===== src/rtl/rnd_num_gen.sv =====
`default_nettype none
// ============================================================================
// Module   : rnd_num_gen
// Brief    : Galois-LFSR random word responder with a small prefetch FIFO.
// Revision : 1.0 - initial release
// ============================================================================
module rnd_num_gen #(
  parameter logic [31:0] SEED       = 32'h0000_0001,
  parameter logic [31:0] POLY       = 32'h8020_0003,
  parameter int          FIFO_DEPTH = 4
) (
  input  logic                          clk_i,
  input  logic                          rst_i,
  input  logic                          rnd_num_req_i,
  output logic [31:0]                   rnd_num_o,
  output logic                          rnd_num_valid_o,
  output logic                          underrun_o,
  input  logic                          reseed_i,
  input  logic [31:0]                   seed_i,
  output logic [$clog2(FIFO_DEPTH):0]   fifo_level_o
);

  localparam int          c_addr_w = $clog2(FIFO_DEPTH);
  localparam int          c_lvl_w  = c_addr_w + 1;
  localparam logic [31:0] c_seed   = (SEED == 32'd0) ? 32'd1 : SEED;

  logic [31:0]         r_mem [FIFO_DEPTH];
  logic [31:0]         r_lfsr;
  logic [c_addr_w-1:0] r_wr_ptr;
  logic [c_addr_w-1:0] r_rd_ptr;
  logic [c_lvl_w-1:0]  r_level;
  logic [31:0]         r_rnd_num;
  logic                r_valid;
  logic                r_underrun;

  logic [31:0] w_lfsr_next;
  logic [31:0] w_seed;
  logic        w_empty;
  logic        w_full;
  logic        w_pop;
  logic        w_push;

  assign w_lfsr_next = {1'b0, r_lfsr[31:1]} ^ (r_lfsr[0] ? POLY : 32'd0);
  assign w_seed      = (seed_i == 32'd0) ? 32'd1 : seed_i;
  assign w_empty     = (r_level == '0);
  assign w_full      = (r_level == c_lvl_w'(FIFO_DEPTH));

  // Reseed overrides both FIFO operations; a full FIFO may still push when popped.
  assign w_pop  = rnd_num_req_i && !w_empty && !reseed_i;
  assign w_push = !reseed_i && (!w_full || w_pop);

  // Storage carries no reset: entries are only read after being written.
  always_ff @(posedge clk_i) begin
    if (w_push) begin
      r_mem[r_wr_ptr] <= r_lfsr;
    end
  end

  always_ff @(posedge clk_i or posedge rst_i) begin
    if (rst_i) begin
      r_lfsr     <= c_seed;
      r_wr_ptr   <= '0;
      r_rd_ptr   <= '0;
      r_level    <= '0;
      r_rnd_num  <= '0;
      r_valid    <= 1'b0;
      r_underrun <= 1'b0;
    end else if (reseed_i) begin
      r_lfsr     <= w_seed;
      r_wr_ptr   <= '0;
      r_rd_ptr   <= '0;
      r_level    <= '0;
      r_valid    <= 1'b0;
      r_underrun <= rnd_num_req_i;
    end else begin
      if (w_push) begin
        r_wr_ptr <= r_wr_ptr + c_addr_w'(1);
        r_lfsr   <= w_lfsr_next;
      end
      if (w_pop) begin
        r_rd_ptr  <= r_rd_ptr + c_addr_w'(1);
        r_rnd_num <= r_mem[r_rd_ptr];
      end
      r_valid    <= w_pop;
      r_underrun <= rnd_num_req_i && w_empty;
      case ({w_push, w_pop})
        2'b10:   r_level <= r_level + c_lvl_w'(1);
        2'b01:   r_level <= r_level - c_lvl_w'(1);
        default: r_level <= r_level;
      endcase
    end
  end

  assign rnd_num_o       = r_rnd_num;
  assign rnd_num_valid_o = r_valid;
  assign underrun_o      = r_underrun;
  assign fifo_level_o    = r_level;

endmodule
`default_nettype wire


===== config.mk =====
export PLATFORM = sky130hd
export DESIGN_NAME = rnd_num_gen
export DESIGN_NICKNAME = d
export VERILOG_FILES = /design/src/rtl/rnd_num_gen.sv
export SDC_FILE = /design/constraint.sdc
export NUM_CORES = 1
export LEC_CHECK = 0
export BUFFER_PORTS_ARGS = -buffer_cell sky130_fd_sc_hd__buf_2
export CORE_MARGIN = 4
export CORE_UTILIZATION = 47
export DETAILED_ROUTE_END_ITERATION = 10
export HOLD_SLACK_MARGIN = 0.02
export PLACE_DENSITY = 0.66
export SLEW_MARGIN = 20
export SYNTH_ARGS = -nofsm -noshare
export SYNTH_HDL_FRONTEND = slang
export SYNTH_SLANG_ARGS = --single-unit
export TNS_END_PERCENT = 10

===== constraint.sdc =====
create_clock -name clk_i -period 3.5 [get_ports clk_i]
set_input_delay 0.35 -clock clk_i [delete_from_list [all_inputs] [get_ports clk_i]]
set_output_delay 0.35 -clock clk_i [all_outputs]
set_load 0.05 [all_outputs]

# Yosys cells after proc, flatten, opt, wreduce, memory -nomap -nowiden
# Memories as Yosys holds them, arrays and structs flattened. A register that Yosys moved wholly into a read port is not among the register bits.
# Index checks and enable logic that the tools add are counted.
[op_classes] bitwise=2 eq_ne=3 n_addsub=4 n_mux=14 reduce_logical=14
[ops] operator="2-to-1 mux 32 bit" count=4
[ops] operator="zero test 32 bit" count=1
[ops] operator="XOR 31 x 32 -> 32 bit" count=1
[ops] operator="2-to-1 mux 2 bit" count=4
[ops] operator="one-hot mux 3 bit (2 select lines)" count=1
[ops] operator="adder 2 x 1 -> 2 bit (second input constant)" count=2
[ops] operator="logical AND 1 bit" count=4
[ops] operator="2-to-1 mux 1 bit" count=4
[ops] operator="nonzero test 2 bit" count=2
[ops] operator="adder 3 x 1 -> 3 bit (second input constant)" count=1
[ops] operator="equality test 3 bit (second input constant)" count=1
[ops] operator="zero test 1 bit" count=3
[ops] operator="zero test 3 bit" count=1
[ops] operator="2-to-1 mux 3 bit" count=1
[ops] operator="nonzero test 3 bit" count=1
[ops] operator="subtractor 3 x 1 -> 3 bit (second input constant)" count=1
[ops] operator="equality test 2 x 1 -> 1 bit (second input constant)" count=1
[ops] operator="equality test 2 bit (second input constant)" count=1
[ops] operator="AND reduction 2 bit" count=1
[ops] operator="logical OR 1 bit" count=1
[ops] operator="inverter 1 bit" count=1
[word_totals] inputBits=36 wordCells=44 memories=1 regBits=41 ram_bits=128
[memory_table] name="r_mem" words=4 width=32 rd=1 rd_ports_with_merged_regs=1 wr=1 line_no="27" source="logic [31:0] r_mem [FIFO_DEPTH];"

# Depth between registers and ports, before layout
# Gate-level depths: netlist (run 1).
[depth] depth_word=9 ltp_mapped=6

# Least setup slack after synthesis (run 1)
# Ideal clock, no wire load.
[synth_path] path_kind="register to register" from="register r_level[0] (netlist: fifo_level_o[0])" to="memory r_mem[0][0] (enable)" arrival_ps=2116 setup_ps=392 n_path_buf=1 t_required_ps=3108 path_stages_with_launch=5 period_less_slack_ps=2508 path_slack_ps=992 path_cell_list="dfrtp_1 > nor4b_2 > buf_2 > nor2_1 > and2_1"
[synth_between] elab_chain_len=8
[synth_lines] element="start: declaration" line_no="31" source="logic [c_lvl_w-1:0] r_level;"
[synth_lines] element="start signal: assignment" line_no="87" source="2'b10: r_level <= r_level + c_lvl_w'(1);"
[synth_lines] element="start signal: assignment" line_no="88" source="2'b01: r_level <= r_level - c_lvl_w'(1);"
[synth_lines] element="start signal: assignment" line_no="89" source="default: r_level <= r_level;"
[synth_lines] element="zero test 3 bit" line_no="45" source="assign w_empty = (r_level == '0);"
[synth_lines] element="zero test 1 bit" line_no="49" source="assign w_pop = rnd_num_req_i && !w_empty && !reseed_i;"
[synth_lines] element="logical AND 1 bit (2 in a row)" line_no="49"
[synth_lines] element="logical OR 1 bit *" line_no="50" source="assign w_push = !reseed_i && (!w_full || w_pop);"
[synth_lines] element="logical AND 1 bit *" line_no="50"
[synth_lines] element="2-to-1 mux 1 bit *" line_no="54" source="if (w_push) begin"
[synth_lines] element="2-to-1 mux 1 bit (implied by the code) *" line_no="55" source="r_mem[r_wr_ptr] <= r_lfsr;"
[synth_lines] element="end: declaration" line_no="27"
# Every way passes the cells marked *; elsewhere a longest branch is shown, timed or not.

# Worst setup path after layout (run 1)
[layout_path] from="register r_level[2] (netlist: fifo_level_o[2])" to="memory r_mem[3][7] (enable)"
# The elaborated chain is that of the path after synthesis.

==> flow_summary.html, run 1 <==
<table>
<tr><th>Metric</th><th>Value</th></tr>
<tr><th colspan="2">Finish</th></tr>
<tr><td>Area occupied by multi-input gates</td><td>~0.002 mm2</td></tr>
<tr><td>Combined flip-flop and latch cell area</td><td>about 0.0057 mm2</td></tr>
<tr><td>Net total in the final layout</td><td>around 570</td></tr>
<tr><td>Area growth from synthesis to layout</td><td>17.29%</td></tr>
<tr><td>Antenna cell count</td><td>0</td></tr>
<tr><td>Fraction of layout instances using a drive strength above 1</td><td>0.3438</td></tr>
<tr><td>Filler Cells Inserted</td><td>around 1200</td></tr>
<tr><th colspan="2">Floorplanning</th></tr>
<tr><td>Floorplan die area</td><td>between 0.015 and 0.02 mm2</td></tr>
<tr><td>Die Span Y</td><td>~140 um</td></tr>
<tr><td>Initial Utilization</td><td>0.4861</td></tr>
<tr><td>Standard cell core area</td><td>roughly 0.016 mm2</td></tr>
<tr><td>FP Rows</td><td>46</td></tr>
<tr><td>Die width</td><td>approximately 140 um</td></tr>
<tr><td>Number of top-level pins</td><td>73</td></tr>
<tr><th colspan="2">Pwr</th></tr>
<tr><td>Static leakage</td><td>3.373 nW</td></tr>
<tr><td>Register share of total power</td><td>0.439</td></tr>
<tr><td>Internal power contribution</td><td>~5.4 mW</td></tr>
<tr><td>Power density normalized to cell area</td><td>between 800 and 900 mW/mm2</td></tr>
<tr><td>Part of the power in combinational logic</td><td>0.295</td></tr>
<tr><td>P_sw</td><td>2.716 mW</td></tr>
<tr><td>Proportion of total power due to net switching</td><td>0.3330</td></tr>
<tr><td>Worst voltage drop across the vdd grid</td><td>0.4493 mV</td></tr>
<tr><td>Relative contribution of the clock network to total power</td><td>0.265</td></tr>
<tr><th colspan="2">Timing</th></tr>
<tr><td>Max Fclk</td><td>between 400 and 500 MHz</td></tr>
<tr><td>Clk_skew</td><td>~0.0071 ns</td></tr>
<tr><td>Final critical path time including I/O delays and setup</td><td>2.366 ns</td></tr>
<tr><td>Final-report setup violation count</td><td>0</td></tr>
<tr><td>Setup repair after global routing missed its margin</td><td>no</td></tr>
<tr><td>Total negative setup slack</td><td>0 ns</td></tr>
<tr><td>Number of pins with negative max-slew slack in the final report</td><td>0</td></tr>
<tr><td>Worst hold slack after final layout</td><td>about 0.096 ns</td></tr>
<tr><td>Count of final hold-check violations</td><td>0</td></tr>
<tr><td>Final cycle utilization of the critical path</td><td>0.6761</td></tr>
<tr><td>Worst Tran Pin Value</td><td>just over 0.8 ns</td></tr>
<tr><td>Slew headroom</td><td>0.4631</td></tr>
<tr><th colspan="2">Synth</th></tr>
<tr><td>Main combinational cell family by area after synthesis</td><td>multiplexers</td></tr>
<tr><td>Total of warnings raised by yosys</td><td>0</td></tr>
<tr><td>Area share of and/or/nand/nor cells after synthesis</td><td>0.04023</td></tr>
<tr><td>Cell taking the most area after synthesis</td><td>sky130_fd_sc_hd__edfxtp_1</td></tr>
<tr><td>Area share of xor/xnor cells in the synthesized design</td><td>0.008976</td></tr>
<tr><td>Leading post-synthesis cells by cell area</td><td>sky130_fd_sc_hd__edfxtp_1, sky130_fd_sc_hd__dfrtp_1, sky130_fd_sc_hd__mux4_2</td></tr>
<tr><td>Post-synth ARST share</td><td>0.3632</td></tr>
<tr><td>Count of state elements after synthesis</td><td>~200</td></tr>
<tr><td>Count of unique library cells instantiated by Yosys</td><td>35</td></tr>
<tr><td>Syn Nets</td><td>484</td></tr>
<tr><td>Sequential-to-total area share from yosys stat</td><td>0.7266</td></tr>
<tr><td>Share of the synthesized area in compound gates (AO/OA/AOI/OAI)</td><td>0.04055</td></tr>
<tr><td>Synthesized instance count</td><td>~440</td></tr>
<tr><td>Adder and majority cell fraction of the synthesized area</td><td>0.008976</td></tr>
<tr><td>Proportion of synthesized area in mux cells</td><td>0.1577</td></tr>
<tr><td>Area fraction of the dominant cell type after synthesis</td><td>0.4924</td></tr>
<tr><td>Number of flops mapped to enable cells by yosys</td><td>approximately 130</td></tr>
<tr><td>Post-synthesis instance area</td><td>roughly 0.0078 mm2</td></tr>
<tr><td>Top FF cell, synth</td><td>sky130_fd_sc_hd__edfxtp_1</td></tr>
<tr><td>Synthesized area per cell</td><td>between 15 and 20 um2</td></tr>
<tr><th colspan="2">Drt</th></tr>
<tr><td>Routed vias</td><td>roughly 4200</td></tr>
<tr><td>Starting DRC count in detailed routing</td><td>~250</td></tr>
<tr><td>Number of DRC violations after detailed routing</td><td>0</td></tr>
<tr><td>Wirelength per Cell</td><td>20.69 um</td></tr>
<tr><td>Detailed-route vias per instance</td><td>about 5.5</td></tr>
<tr><td>Post-route ant nets</td><td>0</td></tr>
<tr><td>Total length of routed wires</td><td>between 15000 and 20000 um</td></tr>
<tr><td>Pre-Repair DR Iteration Count</td><td>5</td></tr>
<tr><th colspan="2">Clock network</th></tr>
<tr><td>Clock network latency to the later pin of the worst-skew pair</td><td>around 0.48 ns</td></tr>
<tr><td>H-tree depth</td><td>1</td></tr>
<tr><td>Clock tree from TritonCTS</td><td>done</td></tr>
<tr><td>Maximum clock path buffer count</td><td>3</td></tr>
<tr><td>CTS Root Cell</td><td>sky130_fd_sc_hd__clkbuf_16</td></tr>
<tr><td>Number of sinks on the clock net</td><td>approximately 200</td></tr>
<tr><td>Clk pin slew, worst setup/hold paths</td><td>roughly 0.06 ns</td></tr>
<tr><td>Total of cells resized after clock tree synthesis</td><td>0</td></tr>
<tr><td>Inserted Clock Buffers</td><td>21</td></tr>
<tr><td>Number of post-CTS setup repair buffers</td><td>0</td></tr>
<tr><td>CTS hold repair buffers</td><td>1</td></tr>
<tr><th colspan="2">Critical path</th></tr>
<tr><td>Type of the worst setup path</td><td>reg2reg</td></tr>
<tr><td>WP data arrival</td><td>roughly 2.5 ns</td></tr>
<tr><td>Library cell appearing most often on the critical path</td><td>sky130_fd_sc_hd__buf_4</td></tr>
<tr><td>Kind of launch point of the worst setup path</td><td>flop</td></tr>
<tr><td>Depth of the most critical reg-to-reg path</td><td>5</td></tr>
<tr><td>Series of cell instances along the critical path</td><td>nor4b_2 -&gt; buf_4 -&gt; nor2_1 -&gt; and2_1 -&gt; buf_4</td></tr>
<tr><td>Endpoint of the worst-slack reg-to-reg timing path</td><td>r_mem[3][7]</td></tr>
<tr><td>Required arrival time at the worst endpoint</td><td>approximately 3.7 ns</td></tr>
<tr><td>Max FO, Critical Path</td><td>20</td></tr>
<tr><td>R2R Setup Slk</td><td>1.13 ns</td></tr>
<tr><td>Delay contributed by the slowest stage of the critical path</td><td>around 0.58 ns</td></tr>
<tr><td>Cell with the biggest individual delay on the critical path</td><td>sky130_fd_sc_hd__and2_1</td></tr>
<tr><td>Critical Path End Type</td><td>flop</td></tr>
<tr><td>Worst R2R Start</td><td>fifo_level_o[2]</td></tr>
<tr><th colspan="2">GRT</th></tr>
<tr><td>Total global-route track usage</td><td>0.1757</td></tr>
<tr><td>Largest net degree at the start of global routing</td><td>40</td></tr>
<tr><td>Final global-route overflow total</td><td>0</td></tr>
<tr><td>Global-route wire length before repair</td><td>between 20000 and 25000 um</td></tr>
<tr><td>Antenna violations before repair</td><td>0</td></tr>
<tr><td>Via count of the first global-routing pass</td><td>4303</td></tr>
<tr><th colspan="2">Hold path</th></tr>
<tr><td>Worst Hold Launch</td><td>seed_i[5]</td></tr>
<tr><td>Hold Path Cell Cnt</td><td>3</td></tr>
<tr><td>Worst hold path endpoint</td><td>r_lfsr[5]</td></tr>
<tr><td>Path class of the lowest-slack min-delay path</td><td>in2reg</td></tr>
<tr><th colspan="2">Place</th></tr>
<tr><td>Half-perimeter wire length of the detailed placement result</td><td>10330 um</td></tr>
<tr><td>PortBufs</td><td>between 70 and 80</td></tr>
<tr><td>Final GP Congestion</td><td>0.7992</td></tr>
<tr><th colspan="2">Job</th></tr>
<tr><td>Max-cap viol count</td><td>0</td></tr>
<tr><th colspan="2">Outcome</th></tr>
<tr><td>Status</td><td>finished, final reports clean</td></tr>
</table>
==> state kept, by name (all words and copies together) (netlist names) <==
signal           flops
fifo_level_o         3
r_lfsr              32
r_mem              128
r_rd_ptr             2
r_wr_ptr             2
rnd_num_o           32
rnd_num_valid_o      1
underrun_o           1
==> cells in the final DEF (no fill, tap or decap), types with 2 or more instances in the layout <==
master	synthesis	layout
sky130_fd_sc_hd__bufinv_16	0	2
sky130_fd_sc_hd__and2_1	4	4
sky130_fd_sc_hd__clkinv_1	0	5
sky130_fd_sc_hd__clkinv_2	0	4
sky130_fd_sc_hd__nor2_4	1	2
sky130_fd_sc_hd__o21ai_1	11	11
sky130_fd_sc_hd__buf_2	10	72
sky130_fd_sc_hd__xnor2_1	7	7
sky130_fd_sc_hd__o22ai_1	15	15
sky130_fd_sc_hd__clkbuf_8	0	2
sky130_fd_sc_hd__clkbuf_16	0	22
sky130_fd_sc_hd__nor2b_1	2	2
sky130_fd_sc_hd__edfxtp_1	128	128
sky130_fd_sc_hd__nor4_1	8	8
sky130_fd_sc_hd__ha_1	4	4
sky130_fd_sc_hd__buf_4	1	9
sky130_fd_sc_hd__nand2_1	33	33
sky130_fd_sc_hd__mux4_2	32	32
sky130_fd_sc_hd__nor2_1	11	10
sky130_fd_sc_hd__mux2i_1	15	15
sky130_fd_sc_hd__o21ai_0	22	22
sky130_fd_sc_hd__inv_1	4	3
sky130_fd_sc_hd__o21a_1	3	3
sky130_fd_sc_hd__clkbuf_1	11	2
sky130_fd_sc_hd__buf_12	0	3
sky130_fd_sc_hd__a21oi_1	3	3
sky130_fd_sc_hd__dfrtp_1	72	71
sky130_fd_sc_hd__nand4_1	2	2
sky130_fd_sc_hd__mux2_2	32	32
==> worst max-delay path: cells and delay by family, from the launching register on <==
family / cells / cell delay [ns]
flip-flops: 1 / 0.45
AND/OR/NAND/NOR: 3 / 0.93
buffers and inverters: 2 / 0.64
==> per-layer routing <==
metal / vias up / wire (um) / track usage
li1: 1871 / - / -
met1: 2127 / 6822 / 0.2559
met2: 130 / 7473 / 0.2744
met3: 27 / 966 / 0.02757
met4: 0 / 403 / 0.05876
met5: - / 0 / 0
==> logic make-up (layout without fill, tap and decap cells) <==
| kind of cell | Yosys count | count (layout) |
|---|---|---|
| other | 1 | 1 |
| buffers and inverters | 28 | 126 |
| adders and majority gates | 5 | 5 |
| and+or+nand+nor | 65 | 65 |
| AOI/OAI and AO/OA | 56 | 56 |
| DFF | 201 | 201 |
| xor gates and xnor gates | 8 | 8 |
| muxes | 79 | 79 |
==> cell usage after synthesis, drive strengths merged (2+ instances only) <==
| cell type | instances |
|---|---|
| nor4 | 8 |
| mux2i | 15 |
| mux4 | 32 |
| ha | 4 |
| edfxtp | 128 |
| a21oi | 3 |
| nand2 | 33 |
| nand4 | 2 |
| and2 | 4 |
| mux2 | 32 |
| o21ai | 33 |
| clkbuf | 11 |
| o21a | 3 |
| dfrtp | 72 |
| inv | 4 |
| nor2b | 2 |
| buf | 13 |
| nor2 | 12 |
| xnor2 | 7 |
| o22ai | 15 |
==> cell type report <==
type / instances / area share
repair buffers: 85 / 0.05439
multi-input cells: 214 / 0.2199
flip-flops and latches: 201 / 0.6196
clock buffers: 26 / 0.06395
inverters: 4 / 0.001776
clock inverters: 11 / 0.01093
well taps: 216 / 0.02952
==> power by group through the flow <==
stage                     clock (mW)  sequential, mW  combinational (mW)
after floorplan                    0            4.22                1.16
after global placement             0            3.60                2.41
after detailed placement           0            3.64                2.44
after CTS                       2.22            3.60                2.45
after global routing            2.33            3.67                2.57
final                           2.16            3.58                2.41
==> worst max path at each step <==
stage,startpoint,to,slack (ns),cells past startpoint
final,fifo_level_o[2],r_mem[3][7],1.13,5
after global routing,fifo_level_o[0],r_mem[3][26],0.99,5
after CTS,fifo_level_o[2],r_mem[3][14],1.09,5
after detailed placement,fifo_level_o[2],r_mem[3][23],1.10,5
after global placement,fifo_level_o[2],r_mem[3][14],1.23,5
after floorplan,fifo_level_o[0],r_mem[0][0],0.99,4
==> per-stage QoR <==
stage	cell area, um2	cells	utilization	worst slack (ns)	power [mW]
finish	9156	757	0.5702	1.134	8.155
global route	9156	757	0.5702	0.9857	8.566
CTS	9156	757	0.5702	1.092	8.271
detailed placement	8461	719	0.5269	1.098	6.082
global placement	8461	719	0.5269	1.232	6.008
floorplan	7806	443	-	0.9920	5.385
No activity file was read; power rests on OpenSTA's default activity.
==> run 2: changes to the inputs <==
--- a/config.mk
+++ b/config.mk
@@ -5,12 +5,13 @@
 export SDC_FILE = /design/constraint.sdc
 export NUM_CORES = 1
 export LEC_CHECK = 0
+export ABC_AREA = 1
 export BUFFER_PORTS_ARGS = -buffer_cell sky130_fd_sc_hd__buf_2
 export CORE_MARGIN = 4
 export CORE_UTILIZATION = 47
 export DETAILED_ROUTE_END_ITERATION = 10
 export HOLD_SLACK_MARGIN = 0.02
-export PLACE_DENSITY = 0.66
+export PLACE_DENSITY = 0.68
 export SLEW_MARGIN = 20
 export SYNTH_ARGS = -nofsm -noshare
 export SYNTH_HDL_FRONTEND = slang
==> constraint.sdc (replaced) <==
create_clock -name clk_i -period 2.1 [get_ports clk_i]
set_input_delay 0.21 -clock clk_i [delete_from_list [all_inputs] [get_ports clk_i]]
set_output_delay 0.21 -clock clk_i [all_outputs]
set_load 0.05 [all_outputs]
==> flow_summary.html, run 2 <==
<table>
<tr><th>Metric</th><th>Value</th></tr>
<tr><th colspan="2">Clock network</th></tr>
<tr><td>Clock network latency to the later pin of the worst-skew pair</td><td>0.49 ns (was 0.48 ns)</td></tr>
<tr><td>Maximum clock path buffer count</td><td>3 (unchanged)</td></tr>
<tr><td>CTS Root Cell</td><td>sky130_fd_sc_hd__clkbuf_16 (unchanged)</td></tr>
<tr><td>Inserted Clock Buffers</td><td>20 (was 21)</td></tr>
<tr><td>Number of sinks on the clock net</td><td>201 (unchanged)</td></tr>
<tr><td>Total of cells resized after clock tree synthesis</td><td>0 (unchanged)</td></tr>
<tr><td>Number of post-CTS setup repair buffers</td><td>0 (unchanged)</td></tr>
<tr><td>Clock tree from TritonCTS</td><td>done (unchanged)</td></tr>
<tr><td>Clk pin slew, worst setup/hold paths</td><td>0.06 ns (about the same)</td></tr>
<tr><td>H-tree depth</td><td>1 (unchanged)</td></tr>
<tr><th colspan="2">GRT</th></tr>
<tr><td>Antenna violations before repair</td><td>0 (unchanged)</td></tr>
<tr><td>Largest net degree at the start of global routing</td><td>68 (was 40)</td></tr>
<tr><td>Via count of the first global-routing pass</td><td>5157 (was 4303)</td></tr>
<tr><td>Total global-route track usage</td><td>0.1776 (was 0.1757)</td></tr>
<tr><td>Final global-route overflow total</td><td>0 (unchanged)</td></tr>
<tr><td>Global-route wire length before repair</td><td>27680 um (was 24820 um)</td></tr>
<tr><th colspan="2">Pwr</th></tr>
<tr><td>Static leakage</td><td>3.951 nW (was 3.373 nW)</td></tr>
<tr><td>Part of the power in combinational logic</td><td>0.286 (was 0.295)</td></tr>
<tr><td>P_sw</td><td>4.473 mW (was 2.716 mW)</td></tr>
<tr><td>Relative contribution of the clock network to total power</td><td>0.267 (was 0.265)</td></tr>
<tr><td>Proportion of total power due to net switching</td><td>0.3587 (was 0.3330)</td></tr>
<tr><td>Worst voltage drop across the vdd grid</td><td>0.7472 mV (was 0.4493 mV)</td></tr>
<tr><td>Internal power contribution</td><td>7.998 mW (was 5.439 mW)</td></tr>
<tr><td>Register share of total power</td><td>0.446 (was 0.439)</td></tr>
<tr><td>Power density normalized to cell area</td><td>1325 mW/mm2 (was 890.7 mW/mm2)</td></tr>
<tr><th colspan="2">Timing</th></tr>
<tr><td>Final critical path time including I/O delays and setup</td><td>1.862 ns (was 2.366 ns)</td></tr>
<tr><td>Final cycle utilization of the critical path</td><td>0.8865 (was 0.6761)</td></tr>
<tr><td>Setup repair after global routing missed its margin</td><td>no (unchanged)</td></tr>
<tr><td>Max Fclk</td><td>537.2 MHz (was 422.6 MHz)</td></tr>
<tr><td>Number of pins with negative max-slew slack in the final report</td><td>0 (unchanged)</td></tr>
<tr><td>Final worst-path setup slack</td><td>0.2384 ns (was 1.134 ns)</td></tr>
<tr><td>Clk_skew</td><td>0.01069 ns (was 0.007080 ns)</td></tr>
<tr><td>Slew headroom</td><td>0.3984 (was 0.4631)</td></tr>
<tr><td>Final-report setup violation count</td><td>0 (unchanged)</td></tr>
<tr><td>Count of final hold-check violations</td><td>0 (unchanged)</td></tr>
<tr><td>Total negative setup slack</td><td>0 ns (unchanged)</td></tr>
<tr><td>Worst Tran Pin Value</td><td>0.9014 ns (was 0.8053 ns)</td></tr>
<tr><th colspan="2">Floorplanning</th></tr>
<tr><td>Die width</td><td>139.3 um (was 136.9 um)</td></tr>
<tr><td>Number of top-level pins</td><td>73 (unchanged)</td></tr>
<tr><td>Die Span Y</td><td>139.3 um (was 136.9 um)</td></tr>
<tr><td>Initial Utilization</td><td>0.4835 (was 0.4861)</td></tr>
<tr><td>FP Rows</td><td>47 (was 46)</td></tr>
<tr><td>Standard cell core area</td><td>0.01676 mm2 (was 0.01606 mm2)</td></tr>
<tr><td>Floorplan die area</td><td>0.01941 mm2 (was 0.01873 mm2)</td></tr>
<tr><th colspan="2">Drt</th></tr>
<tr><td>Number of DRC violations after detailed routing</td><td>0 (unchanged)</td></tr>
<tr><td>Total length of routed wires</td><td>17570 um (was 15670 um)</td></tr>
<tr><td>Pre-Repair DR Iteration Count</td><td>5 (unchanged)</td></tr>
<tr><td>Detailed-route vias per instance</td><td>5.237 (was 5.489)</td></tr>
<tr><td>Starting DRC count in detailed routing</td><td>612 (was 245)</td></tr>
<tr><td>Wirelength per Cell</td><td>16.72 um (was 20.69 um)</td></tr>
<tr><td>Routed vias</td><td>5504 (was 4155)</td></tr>
<tr><td>Post-route ant nets</td><td>0 (unchanged)</td></tr>
<tr><th colspan="2">Synth</th></tr>
<tr><td>Number of flops mapped to enable cells by yosys</td><td>128 (unchanged)</td></tr>
<tr><td>Area fraction of the dominant cell type after synthesis</td><td>0.4743 (was 0.4924)</td></tr>
<tr><td>Count of unique library cells instantiated by Yosys</td><td>27 (was 35)</td></tr>
<tr><td>Syn Nets</td><td>781 (was 484)</td></tr>
<tr><td>Cell taking the most area after synthesis</td><td>sky130_fd_sc_hd__edfxtp_1 (unchanged)</td></tr>
<tr><td>Synthesized area per cell</td><td>10.95 um2 (was 17.62 um2)</td></tr>
<tr><td>Count of state elements after synthesis</td><td>201 (unchanged)</td></tr>
<tr><td>Top cells by count, synth</td><td>sky130_fd_sc_hd__nand2_1, sky130_fd_sc_hd__edfxtp_1, sky130_fd_sc_hd__o21ai_0, sky130_fd_sc_hd__nor2_1, sky130_fd_sc_hd__dfrtp_1 (was sky130_fd_sc_hd__edfxtp_1, sky130_fd_sc_hd__dfrtp_1, sky130_fd_sc_hd__nand2_1, sky130_fd_sc_hd__mux2_2, sky130_fd_sc_hd__mux4_2)</td></tr>
<tr><td>Most used standard cell by instance count after synthesis</td><td>sky130_fd_sc_hd__nand2_1 (was sky130_fd_sc_hd__edfxtp_1)</td></tr>
<tr><td>Leading post-synthesis cells by cell area</td><td>sky130_fd_sc_hd__edfxtp_1, sky130_fd_sc_hd__dfrtp_1, sky130_fd_sc_hd__nand2_1 (was sky130_fd_sc_hd__edfxtp_1, sky130_fd_sc_hd__dfrtp_1, sky130_fd_sc_hd__mux4_2)</td></tr>
<tr><td>Top FF cell, synth</td><td>sky130_fd_sc_hd__edfxtp_1 (unchanged)</td></tr>
<tr><td>Sequential-to-total area share from yosys stat</td><td>0.6999 (was 0.7266)</td></tr>
<tr><td>Post-synthesis instance area</td><td>0.008104 mm2 (was 0.007806 mm2)</td></tr>
<tr><td>Synthesized instance count</td><td>740 (was 443)</td></tr>
<tr><td>Total of warnings raised by yosys</td><td>0 (unchanged)</td></tr>
<tr><td>Post-synth ARST share</td><td>0.3632 (unchanged)</td></tr>
<tr><th colspan="2">Place</th></tr>
<tr><td>Final GP Congestion</td><td>0.7999 (was 0.7992)</td></tr>
<tr><td>Worst setup slack after placement</td><td>0.04993 ns (was 1.098 ns)</td></tr>
<tr><td>Half-perimeter wire length of the detailed placement result</td><td>10620 um (was 10330 um)</td></tr>
<tr><td>Instance area at placement</td><td>0.008740 mm2 (was 0.008461 mm2)</td></tr>
<tr><td>PortBufs</td><td>72 (unchanged)</td></tr>
<tr><th colspan="2">Critical path</th></tr>
<tr><td>Cell type group with the largest total delay on the critical path</td><td>simple AND/OR/NAND/NOR gates (unchanged)</td></tr>
<tr><td>WP data arrival</td><td>2.23 ns (was 2.52 ns)</td></tr>
<tr><td>Cell with the biggest individual delay on the critical path</td><td>sky130_fd_sc_hd__nor2_4 (was sky130_fd_sc_hd__and2_1)</td></tr>
<tr><td>Delay contributed by the slowest stage of the critical path</td><td>0.49 ns (was 0.58 ns)</td></tr>
<tr><td>Type of the worst setup path</td><td>reg2reg (unchanged)</td></tr>
<tr><td>Series of cell instances along the critical path</td><td>nor2_2 -&gt; nand2_2 -&gt; nand2_2 -&gt; nor2_4 -&gt; inv_2 -&gt; buf_4 -&gt; nand2_1 -&gt; nand2_1 (was nor4b_2 -&gt; buf_4 -&gt; nor2_1 -&gt; and2_1 -&gt; buf_4)</td></tr>
<tr><td>Critical Path End Type</td><td>flop (unchanged)</td></tr>
<tr><td>Kind of launch point of the worst setup path</td><td>flop (unchanged)</td></tr>
<tr><td>Required arrival time at the worst endpoint</td><td>2.47 ns (was 3.65 ns)</td></tr>
<tr><td>Buffers and inverters on the worst path</td><td>2 (unchanged)</td></tr>
<tr><td>Max FO, Critical Path</td><td>32 (was 20)</td></tr>
<tr><th colspan="2">Finish</th></tr>
<tr><td>Filler Cells Inserted</td><td>1420 (was 1228)</td></tr>
<tr><td>Antenna cell count</td><td>0 (unchanged)</td></tr>
<tr><td>Net total in the final layout</td><td>858 (was 568)</td></tr>
<tr><td>Register with the highest flop count</td><td>r_mem (unchanged)</td></tr>
<tr><td>Post-layout instance area</td><td>0.009409 mm2 (was 0.009156 mm2)</td></tr>
<tr><td>Area occupied by multi-input gates</td><td>0.002068 mm2 (was 0.002013 mm2)</td></tr>
<tr><td>Fraction of layout instances using a drive strength above 1</td><td>0.1552 (was 0.3438)</td></tr>
<tr><td>Max FFs per register</td><td>128 (unchanged)</td></tr>
<tr><td>Area growth from synthesis to layout</td><td>16.10% (was 17.29%)</td></tr>
<tr><td>Final core area utilization</td><td>0.5614 (was 0.5702)</td></tr>
<tr><td>Combined flip-flop and latch cell area</td><td>0.005673 mm2 (unchanged)</td></tr>
<tr><td>Most common cell after layout, fill and taps aside</td><td>sky130_fd_sc_hd__nand2_1 (was sky130_fd_sc_hd__edfxtp_1)</td></tr>
<tr><td>Highest-count cells in the layout ignoring fill and taps</td><td>sky130_fd_sc_hd__nand2_1, sky130_fd_sc_hd__edfxtp_1, sky130_fd_sc_hd__o21ai_0, sky130_fd_sc_hd__nor2_1, sky130_fd_sc_hd__buf_2 (was sky130_fd_sc_hd__edfxtp_1, sky130_fd_sc_hd__buf_2, sky130_fd_sc_hd__dfrtp_1, sky130_fd_sc_hd__nand2_1)</td></tr>
<tr><th colspan="2">Job</th></tr>
<tr><td>Max-cap viol count</td><td>0 (unchanged)</td></tr>
<tr><th colspan="2">Hold path</th></tr>
<tr><td>Path class of the lowest-slack min-delay path</td><td>in2reg (unchanged)</td></tr>
<tr><th colspan="2">Outcome</th></tr>
<tr><td>Status</td><td>finished, final reports clean (unchanged)</td></tr>
</table>
run 2: cell types whose count changed after synthesis, moves of 6 or more:
cell,previous run,this run
sky130_fd_sc_hd__o21ai_0,22,120
sky130_fd_sc_hd__nor4_1,8,0
sky130_fd_sc_hd__clkbuf_1,11,21
sky130_fd_sc_hd__mux2i_1,15,0
sky130_fd_sc_hd__inv_1,4,39
sky130_fd_sc_hd__mux4_2,32,0
sky130_fd_sc_hd__o22ai_1,15,32
sky130_fd_sc_hd__nand2_1,33,182
sky130_fd_sc_hd__nor2_1,11,89
sky130_fd_sc_hd__xnor2_1,7,1
sky130_fd_sc_hd__mux2_2,32,0
run 2: timing repair:
item                                    CTS  global route
hold buffers                              5             0
endpoints found under the setup margin    0            32
endpoints found under the hold margin    25             0
run 2: worst min-delay path: cells and delay by family:
family / cells / cell delay (ns)
AO/OA/AOI/OAI: 2 / 0.12
buffers and inverters: 1 / 0.08
AND/OR/NAND/NOR: 2 / 0.09
run 2: power groups by stage:
stage	clock (mW)	sequential, mW	combinational (mW)
floorplan	0	6.68	1.53
global placement	0	5.64	3.52
detailed placement	0	5.64	3.57
CTS	3.39	5.57	3.60
global route	3.55	5.66	3.92
finish	3.33	5.57	3.57
run 2: cell families after synthesis:
logic type / share of synthesized area
xor+xnor: 0.001081
simple gates: 0.1328
other cells: 0.0004627
fa+ha+maj: 0.008646
compound gates: 0.1115
buf+inv: 0.04570
flops: 0.6999
run 2: routing by layer:
layer	vias to the layer above	track usage	wire length, um
met1	2637	0.2535	7938
met2	170	0.2911	8324
met3	27	0.02298	1001
met4	0	0.04737	305
li1	2670	-	-
met5	-	0	0
run 2: layout make-up:
cell class	instances	share of cell area
clock inverter	3	0.001330
multi-input combinational	457	0.2198
inverter	43	0.01769
tap	220	0.02926
sequential	201	0.6029
timing repair buffer	94	0.06516
clock buffer	33	0.06383
run 2: worst paths after layout:
check / slack [ns] / depth (start not counted) / startpoint / endpoint
worst max-delay path: 0.24 / 8 / fifo_level_o[0] / rnd_num_o[31]
worst min-delay path: 0.06 / 5 / seed_i[31] / r_lfsr[31]
worst max register to register: 0.24 / 8 / fifo_level_o[0] / rnd_num_o[31]
worst min register to register: 0.47 / 2 / rnd_num_o[0] / rnd_num_o[0]
max in group asynchronous: 1.23 / 4 / rst_i / r_lfsr[0]
min in group asynchronous: 0.27 / 3 / rst_i / r_lfsr[16]
run 2: metrics by stage:
step	power, mW	instances	hold WS (ns)
floorplan	8.203	740	0.3661
global placement	9.159	1009	0.2442
detailed placement	9.216	1009	0.2399
CTS	12.56	1050	0.04389
global route	13.14	1051	0.06779
finish	12.47	1051	0.05535
